<file path="config.mk">
export PLATFORM = sky130hd
export DESIGN_NAME = spi_mosi_rx
export DESIGN_NICKNAME = d
export VERILOG_FILES = /design/src/rtl/spi_mosi_rx.sv
export SDC_FILE = /design/constraint.sdc
export NUM_CORES = 1
export LEC_CHECK = 0
export CAP_MARGIN = 20
export CORE_UTILIZATION = 30
export DETAILED_ROUTE_END_ITERATION = 10
export PLACE_DENSITY = 0.55
export SYNTH_ARGS = -nofsm -noshare
export SYNTH_HDL_FRONTEND = slang
export SYNTH_SLANG_ARGS = --single-unit
</file>
<file path="constraint.sdc">
create_clock -name spi_clk -period 3 [get_ports spi_clk]
set_clock_uncertainty 0.15 [all_clocks]
set_input_delay 0.45 -clock spi_clk [delete_from_list [all_inputs] [get_ports spi_clk]]
set_output_delay 0.45 -clock spi_clk [all_outputs]
set_load 0.01 [all_outputs]
</file>
<file path="src/rtl/spi_mosi_rx.sv">
// SPI slave receive path: deserialises MOSI into DATA_W-bit words, buffers them in a FWFT FIFO,
// and reports framing/overflow errors as sticky flags. Define SPI_RX_LSB_FIRST_EN for LSB-first assembly.
module spi_mosi_rx #(
  parameter  int DATA_W = 8,
  parameter  int DEPTH  = 4,
  localparam int CNT_W  = $clog2(DEPTH) + 1
) (
  input  logic              spi_clk,
  input  logic              reset,
  input  logic              spi_cs,
  input  logic              spi_mosi_in,
  output logic [DATA_W-1:0] rx_data,
  output logic              rx_valid,
  input  logic              rx_ready,
  output logic [CNT_W-1:0]  rx_count,
  output logic              rx_overflow,
  output logic              rx_frame_err,
  input  logic              err_clr,
  output logic              busy
);

  localparam int BW = $clog2(DATA_W);
  localparam int PW = $clog2(DEPTH);

  typedef enum logic {IDLE, SHIFT} state_t;

  state_t            state;
  logic [BW-1:0]     bit_cnt;
  logic [DATA_W-1:0] sreg;
  logic [DATA_W-1:0] next_sreg;
  logic [DATA_W-1:0] mem [DEPTH];
  logic [PW-1:0]     wr_ptr;
  logic [PW-1:0]     rd_ptr;
  logic              sample;
  logic              word_done;
  logic              frame_abort;
  logic              pop;
  logic              full;
  logic              push_ok;
  logic              drop;

  // NOTE: always_comb with a full assignment on every path; nothing here can hold a value, so no latch.
  always_comb begin
`ifdef SPI_RX_LSB_FIRST_EN
    next_sreg = {spi_mosi_in, sreg[DATA_W-1:1]};
`else
    next_sreg = {sreg[DATA_W-2:0], spi_mosi_in};
`endif
  end

  // Every edge with chip select low samples a bit, including the IDLE->SHIFT edge.
  assign sample      = !spi_cs;
  assign word_done   = sample && (bit_cnt == BW'(DATA_W - 1));
  assign frame_abort = spi_cs && (state == SHIFT) && (bit_cnt != '0);

  assign rx_valid = (rx_count != '0);
  assign pop      = rx_valid && rx_ready;
  assign full     = (rx_count == CNT_W'(DEPTH));
  // A full FIFO still accepts a word when the head leaves on the same edge.
  assign push_ok  = word_done && (!full || pop);
  assign drop     = word_done && full && !pop;
  assign rx_data  = rx_valid ? mem[rd_ptr] : '0;

  // NOTE: sequential state uses non-blocking assignments so every register sees pre-edge values.
  always_ff @(posedge spi_clk or posedge reset) begin
    if (reset) begin
      state   <= IDLE;
      busy    <= 1'b0;
      bit_cnt <= '0;
      sreg    <= '0;
    end else begin
      case (state)
        IDLE: if (!spi_cs) begin
          state <= SHIFT;
          busy  <= 1'b1;
        end
        SHIFT: if (spi_cs) begin
          state <= IDLE;
          busy  <= 1'b0;
        end
      endcase
      if (sample) begin
        sreg    <= next_sreg;
        bit_cnt <= word_done ? '0 : bit_cnt + BW'(1);
      end else begin
        bit_cnt <= '0;
      end
    end
  end

  always_ff @(posedge spi_clk or posedge reset) begin
    if (reset) begin
      wr_ptr       <= '0;
      rd_ptr       <= '0;
      rx_count     <= '0;
      rx_overflow  <= 1'b0;
      rx_frame_err <= 1'b0;
    end else begin
      if (push_ok) wr_ptr <= wr_ptr + PW'(1);
      if (pop)     rd_ptr <= rd_ptr + PW'(1);
      case ({push_ok, pop})
        2'b10:   rx_count <= rx_count + CNT_W'(1);
        2'b01:   rx_count <= rx_count - CNT_W'(1);
        default: rx_count <= rx_count;
      endcase
      // A new error on the clearing edge wins over the clear.
      rx_overflow  <= (rx_overflow  && !err_clr) || drop;
      rx_frame_err <= (rx_frame_err && !err_clr) || frame_abort;
    end
  end

  // NOTE: storage is not reset; rx_data is masked while empty, so stale entries are never visible.
  always_ff @(posedge spi_clk) begin
    if (push_ok) mem[wr_ptr] <= next_sreg;
  end

endmodule

</file>
[After elaboration in Yosys (flattened, before gate mapping)]
Memories as Yosys holds them, arrays and structs flattened.
Cells that the tools add are included.
Storage, ports and cells
  bits of input ports: 6
  word-level logic and storage cells: 52
  memories: 1
  output and inout port bits: 15
  RAM bits: 32
  register bits after elaboration: 21
Memory list
  mem: depth 4, bits a word 8, rd ports 1, clocked after Yosys merged registers in 0, write ports 1, RTL line 31  | logic [DATA_W-1:0] mem [DEPTH];
Cells by class
  add/sub/neg operators: 5
  reductions and logical operators: 20
  mux-type cells: 10
  equality and inequality tests: 6
  bitwise operators: 1
Operator list (count)
  $logic_and A1 B1 Y1: 9
  $mux W8: 1
  $add A3 B1 Y3 const B: 2
  $eq A3 B3 Y1 const B: 2
  $mux W3: 2
  $pmux W3 S2: 1
  $reduce_bool A3 Y1: 2
  $mux W1: 5
  $add A2 B1 Y2 const B: 2
  $logic_not A1 Y1: 4
  $ne A2 B2 Y1 const B: 2
  $logic_or A1 B1 Y1: 3
  $sub A3 B1 Y3 const B: 1
  $eq A2 B1 Y1 const B: 1
  $eq A2 B2 Y1 const B: 1
  $pmux W1 S2: 1
  $reduce_and A2 Y1: 1
  $reduce_bool A2 Y1: 1
  $not A1 Y1: 1

[Depth between registers and ports, before layout]
Gate-level depths: netlist (run 1).
  depth after elaboration: 6
  mapped depth: 9
  depth with buffers taken out: 8

[Worst setup path before layout (run 1)]
OpenSTA, ideal clock, no wires.
  path type: register to register
  start point: register bit_cnt[0]
  end point: register rx_count[2]
  buffers on the path: 1
  data required time: 2.724 ns
  cell stages (with the launch flop): 9
  data arrival time: 2.186 ns
  library setup time: 0.126 ns
  slack: 0.538 ns
  clock period less this slack: 2.462 ns
  cell sequence: dfrtp_1 -> ha_1 -> ha_1 -> nand2b_4 -> buf_6 -> nand3_1 -> fa_1 -> or3_4 -> a311o_1
Between the ends
  longest elaborated chain between the ends: 5
  elaborated cells on any way between the ends: 7
  classes of those cells: eq/ne (3); mux (1); reduce/logical (3)
RTL lines
  start, declared: RTL line 28  | logic [BW-1:0] bit_cnt;
  start signal, assigned: RTL line 84  | bit_cnt <= word_done ? '0 : bit_cnt + BW'(1);
  $eq A3 B3 Y1 (*): RTL line 53  | assign word_done = sample && (bit_cnt == BW'(DATA_W - 1));
  $logic_and A1 B1 Y1 (*): RTL line 53
  $logic_and A1 B1 Y1 (*): RTL line 60  | assign push_ok = word_done && (!full || pop);
  $eq A2 B1 Y1 / $eq A2 B2 Y1 (equally long branches): RTL line 101  | case ({push_ok, pop})
  $pmux W3 S2 / $reduce_bool A2 Y1 (equally long branches)
  end signal, assigned: RTL line 102  | 2'b10: rx_count <= rx_count + CNT_W'(1);
  end signal, assigned: RTL line 103  | 2'b01: rx_count <= rx_count - CNT_W'(1);
  end signal, assigned: RTL line 104  | default: rx_count <= rx_count;
  end, declared: RTL line 15  | output logic [CNT_W-1:0] rx_count,
Every way passes the cells marked *; elsewhere a longest branch is shown, timed or not.
A chain may end at the register's enable or synchronous reset.

[Worst setup path after layout (run 1)]
  start point: register rd_ptr[0]
  end point: output port rx_data[4]
Between the ends
  longest elaborated chain between the ends: 2
RTL lines
  start, declared: RTL line 33  | logic [PW-1:0] rd_ptr;
  start signal, assigned: RTL line 100  | if (pop) rd_ptr <= rd_ptr + PW'(1);
  $mem_v2 Z4 W8
  $mux W8: RTL line 62  | assign rx_data = rx_valid ? mem[rd_ptr] : '0;
  end, declared: RTL line 12  | output logic [DATA_W-1:0] rx_data,
No other way between the ends.

==> impl_results.md, run 1 <==
- Busiest layer in global routing: met2
- Ant. Diodes: 0
- Worst-case reg-to-reg path depth: 7
- Max Cap Viol: 0
- Setup Viol. Count Final: 0
- Worst-Skew Late Latency: 0.30 ns
- Detail Placement HPWL: around 2.6 mm
- Post-synthesis compound-gate area fraction: 0.04020
- RSZ-0062 raised after global routing: no
- Largest family of logic cells by synthesized area: multiplexers
- Initial antenna violation count: 0
- Pins over their slew limit: 0
- Ys flop type: edfxtp_1
- Critical Path End: rx_data[4]
- Worst setup path class: reg2out
- GRT Util Overall: 0.1057
- Core footprint: 0.007331 sq mm
- PnR worst setup slack: 0.2938 ns
- Adder-cell share of the synthesized area: 0.05215
- CTS Buf Count: 5
- Drt pass-1 iters: 4
- Synth Cell Area: 0.002303 sq mm
- DRT Wirelength: 3.756 mm
- Worst r2r src: bit_cnt[0]
- Iter 0 DRT Violations: around 80
- Maximum vdd drop: approximately 0.18 mV
- FP Rows: 31
- Status: complete, no violations
- Post-synth EDFFs: 32
- Routability-driven placement congestion ratio: approximately 0.80
- Simple-Gate Fraction of Synth Area: 0.08419
- Met2 GRT Util: 0.1798
- Synth Warn #: 0
- Layout Utilization: 0.3688
- Worst Path Required: between 2 and 2.5 ns
- Final min period: roughly 2.7 ns
- Crit path max fanout: 7
- Cts hold-fix bufs: 0
- CP Launch Type: flop
- Count leader, synth: edfxtp_1
- Drt wl/cell: 14.01 microns
- Share of cells above drive strength 1: 0.1716
- Initial Util: 0.3142
- Placement Setup Slack: between 0.2 and 0.3 ns
- Synth unique cells: 31
- Cells after Synth: between 100 and 150
- Via/cell ratio: ~4.4
- Die area: ~0.0080 sq mm
- Leakage: ~1 nW
- DR DRC count: 0
- I/O Buffers: 20
- Met3 usage: 0.02834
- Clk sinks: 53
- Worst-margin pin slew: ~0.83 ns
- Yosys top cell area share: 0.4172
- Detail Route Antenna Nets: 0
- Nets: about 180
- PwrDens: between 700 and 800 mW/mm^2
- Vias in the first global route: 1198
- Fin Setup TNS: 0 ns
- Area Overhead vs Synth: 17.38%
- FF+latch count, synth: 53
- Fmax: 369.5 MHz
- Die Width: 89.63 microns
- Crit path from: rd_ptr[0]
- Largest net degree at the start of global routing: 22
- Remaining Overflow, GRT: 0
- First-pass GRT wire length: 6.092 mm
- Synth async-reset ratio: 0.3962
- Syn Nets: 160
- Final hold violation count: 0
- Clock tree buffer depth: 2
- Clock transition at path regs: 0.09 ns
- Top Ports: 21
- Slew headroom: 0.4485
- Vias: about 1200
- Critical Path Sink Type: primary output
- PostCTS Resize Cnt: 0
- R2r endpoint: rx_count[2]
- Root Buffer: clkbuf_8
- Post-synthesis xor/xnor area fraction: 0.01901
- Top cell type by total area after synthesis: edfxtp_1
- Top post-synthesis cells by area: edfxtp_1 42%, dfrtp_1 23%, mux4_2 7.8%, ha_1 4.3%, mux2_2 3.4%
- Avg Cell Area, Syn: around 16 sq um
- Mux share of post-synthesis cell area: 0.1168
- WP data arrival: roughly 2.1 ns
- Post-CTS Setup Repair Bufs: 0
- TritonCTS clock tree: yes
- CTS H-tree lvls: 2
- M1 GR Usage: 0.1227
- Die Y: approximately 90 microns
- Sequential area share after synthesis: 0.6453
- Fin crit share: 0.9021
- Synth top cells by count: 32 x edfxtp_1, 21 x dfrtp_1, 13 x inv_1
- Reg-to-reg slack, setup: ~0.40 ns
- Worst Hold Class: reg2reg
-- through the flow --
stage               cells  power (mW)  area, sq um  hold WS, ns
floorplan             145       1.419         2303       0.2765
global placement      260       1.690         2594       0.2878
detailed placement    260       1.719         2594       0.3032
CTS                   268       2.187         2704       0.3166
global route          268       2.296         2704       0.3344
finish                268       2.160         2704       0.3165
-- cells by family after synthesis --
family | after synthesis
muxes | 16
DFF | 53
AOI/OAI and AO/OA | 12
and+or+nand+nor | 31
buffers and inverters | 19
adders and majority gates | 9
xor gates and xnor gates | 5
-- area by class of cell --
class / instances / area, sq um
clock buffer: 5 / 68.82
tap: 99 / 123.9
clock inverter: 3 / 41.29
timing repair buffer: 22 / 215.2
inverter: 13 / 48.80
sequential: 53 / 1486
multi-input combinational: 73 / 719.4
fill: 671 / 4627
-- layer usage --
| layer | up-vias | part of all wire |
|---|---|---|
| met3 | 5 | 0.021 |
| met4 | 0 | 0.018 |
| li1 | 565 | - |
| met5 | - | 0 |
| met2 | 15 | 0.54 |
| met1 | 605 | 0.43 |
-- worst max-delay path: stages, from the launching register on --
cell and delay, ns:
dfrtp_1 0.43, buf_4 0.23, mux4_2 0.50, and2_1 0.17, clkdlybuf4s50_1 0.47
-- worst min-delay path by stage --
stage                     start  slack (ns)  depth (start not counted)          to
after floorplan           reset        0.28                          1  bit_cnt[0]
after global placement    state        0.29                          1        busy
after global routing      state        0.33                          1        busy
after detailed placement  state        0.30                          1        busy
after CTS                 state        0.32                          1        busy
final                     state        0.32                          1        busy
-- layout by cell type, fill, tap and decap left out, drive strengths merged, types with 2 or more instances in the layout --
master         synthesis  final
mux4                   8      8
a21oi                  3      3
clkdlybuf4s50          0     20
mux2                   7      7
o21ai                  3      3
o221ai                 2      2
xnor2                  5      5
nand2                  5      5
inv                   13     13
and2                  12     12
buf                    5      2
ha                     8      8
nor2                   2      2
or3                    2      2
dfrtp                 21     21
nand3                  4      4
edfxtp                32     32
clkbuf                 1      5
-- power breakdown --
part	total, mW	switching (mW)	leakage [nW]	internal (mW)
Combinational	0.698	0.278	0.408	0.420
Clock	0.473	0.227	0.0518	0.246
Sequential	0.990	0.122	0.539	0.867
-- registers in the layout, indices dropped and copies added (netlist names) --
name	flops
mem	32
rx_count	3
rd_ptr	2
bit_cnt	3
sreg	7
state	1
busy	1
rx_overflow	1
rx_frame_err	1
wr_ptr	2
No activity file was read; power rests on OpenSTA's default activity.
==> run 2: changes to the inputs <==
--- a/config.mk
+++ b/config.mk
@@ -6,9 +6,9 @@
 export NUM_CORES = 1
 export LEC_CHECK = 0
 export CAP_MARGIN = 20
-export CORE_UTILIZATION = 30
+export CORE_UTILIZATION = 45
 export DETAILED_ROUTE_END_ITERATION = 10
-export PLACE_DENSITY = 0.55
+export PLACE_DENSITY = 0.73
 export SYNTH_ARGS = -nofsm -noshare
 export SYNTH_HDL_FRONTEND = slang
 export SYNTH_SLANG_ARGS = --single-unit
==> run 2 against run 1 <==
Compared with the run above: power fell by 3.9%; largest power group unchanged; first-iteration DRC count fell by 1.3%; sequential share of layout area rose by 1.3 points.
==> impl_results.md, run 2 (synthesized netlist as in run 1, its figures left out) <==
- Crit path from: rd_ptr[0]
- Pins over their slew limit: 0
- Post-Route M1 WL: between 1.5 and 2 mm
- Slew headroom: 0.4410
- WL met3: between 90 and 100 microns
- Root Buffer: clkbuf_8
- Vias: 1208
- Worst Path Required: approximately 2.4 ns
- Vias in the first global route: ~1300
- Final hold slack: approximately 0.33 ns
- FP Rows: 25
- Fin Setup TNS: 0 ns
- Fin crit share: 0.8741
- Commonest non-fill, non-tap cell in the layout: edfxtp_1
- Met2 wire len: 1.982 mm
- Max FFs per register: 32
- Area Overhead vs Synth: 14.72%
- Placement Setup Slack: slightly above 0.3 ns
- Critical Path Sink Type: primary output
- Cts hold-fix bufs: 0
- Highest metal used: met4
- GRT Util Overall: 0.1552
- Top reg by flops: mem
- First-pass GRT wire length: around 6.1 mm
- PnR worst setup slack: around 0.38 ns
- Reg-to-reg slack, setup: around 0.41 ns
- Fmax: approximately 380 MHz
- Setup Viol. Count Final: 0
- Overall Power: 2.077 mW
- DRT Wirelength: between 3 and 4 mm
- Worst r2r src: bit_cnt[0]
- Drt pass-1 iters: 4
- CP Launch Type: flop
- RSZ-0062 raised after global routing: no
- Routability-driven placement congestion ratio: 0.7372
- Clock tree buffer depth: 2
- Top flop regs: mem x32, sreg x7
- Final hold violation count: 0
- DR DRC count: 0
- Clock transition at path regs: around 0.090 ns
- Top Ports: 21
- Status: complete, no violations
- Clk sinks: 53
- Crit path max fanout: 10
- Drt wl/cell: roughly 15 microns
- Post-CTS Setup Repair Bufs: 0
- I/O Buffers: 20
- Worst-margin pin slew: about 0.84 ns
- Largest net degree at the start of global routing: 22
- Via/cell ratio: around 5
- PostCTS Resize Cnt: 0
- Max Cap Viol: 0
- Leakage: roughly 0.99 nW
- Remaining Overflow, GRT: 0
- R2r endpoint: rx_count[2]
- TritonCTS clock tree: yes
- Detail Route Antenna Nets: 0
- PwrDens: around 790 mW/mm^2
- Initial Util: 0.4782
- Core footprint: 0.004817 sq mm
- Iter 0 DRT Violations: 77
- Most frequent cells in the layout: 32 x edfxtp_1, 21 x dfrtp_1, 20 x clkdlybuf4s50_1
- CTS H-tree lvls: 2
- Initial antenna violation count: 0
- Die Width: ~74 microns
- Critical Path End: rx_data[3]
- Ant. Diodes: 0
- Worst-case reg-to-reg path depth: 7
- Final min period: 2.622 ns
- Die area: 0.005409 sq mm
- Worst-Skew Late Latency: 0.30 ns
- Worst Hold Class: reg2reg
- Nets: 183
- CTS Buf Count: 5
- Maximum vdd drop: roughly 0.3 mV
- Die Y: 73.55 microns
- Worst setup path class: reg2out
- WP data arrival: a little over 2 ns
- Detail Placement HPWL: between 2 and 3 mm
- Share of cells above drive strength 1: 0.1716
==> run 2: critical path: stages, from the launching register on <==
cell and delay (ns):
dfrtp_1 0.34, buf_4 0.22, mux4_2 0.53, and2_1 0.17
clkdlybuf4s50_1 0.47
==> run 2: cell type report <==
type                    instances  area, sq um
clock buffers                   6        72.57
fillers                       396         2175
clock inverters                 2        16.27
multi-input cells              73        719.4
flip-flops and latches         53         1486
repair buffers                 22        215.2
inverters                      13        48.80
well taps                      67        83.83
==> run 2: metal layers <==
layer,vias to the layer above,global-route usage
li1,565,-
met1,617,0.1862
met2,20,0.2742
met3,6,0.02881
met4,0,0.06410
met5,-,0
==> run 2: worst min path at each step <==
stage | cells past startpoint | slack, ns | from | to
floorplan | 1 | 0.28 | reset | bit_cnt[0]
global placement | 1 | 0.29 | state | busy
detailed placement | 1 | 0.31 | bit_cnt[0] | bit_cnt[0]
CTS | 1 | 0.33 | bit_cnt[0] | bit_cnt[0]
global route | 1 | 0.35 | bit_cnt[0] | bit_cnt[0]
finish | 1 | 0.33 | bit_cnt[0] | bit_cnt[0]
==> run 2: stage by stage <==
step	cell area, sq um	cells	utilization
floorplan	2303	145	-
global placement	2554	228	0.5301
detailed placement	2554	228	0.5301
CTS	2643	236	0.5486
global route	2643	236	0.5486
finish	2643	236	0.5486
==> run 2: where the power goes <==
group | switching (mW) | total, mW | internal, mW
sequential | 0.110 | 0.978 | 0.867
combinational | 0.287 | 0.707 | 0.419
clock | 0.226 | 0.392 | 0.166
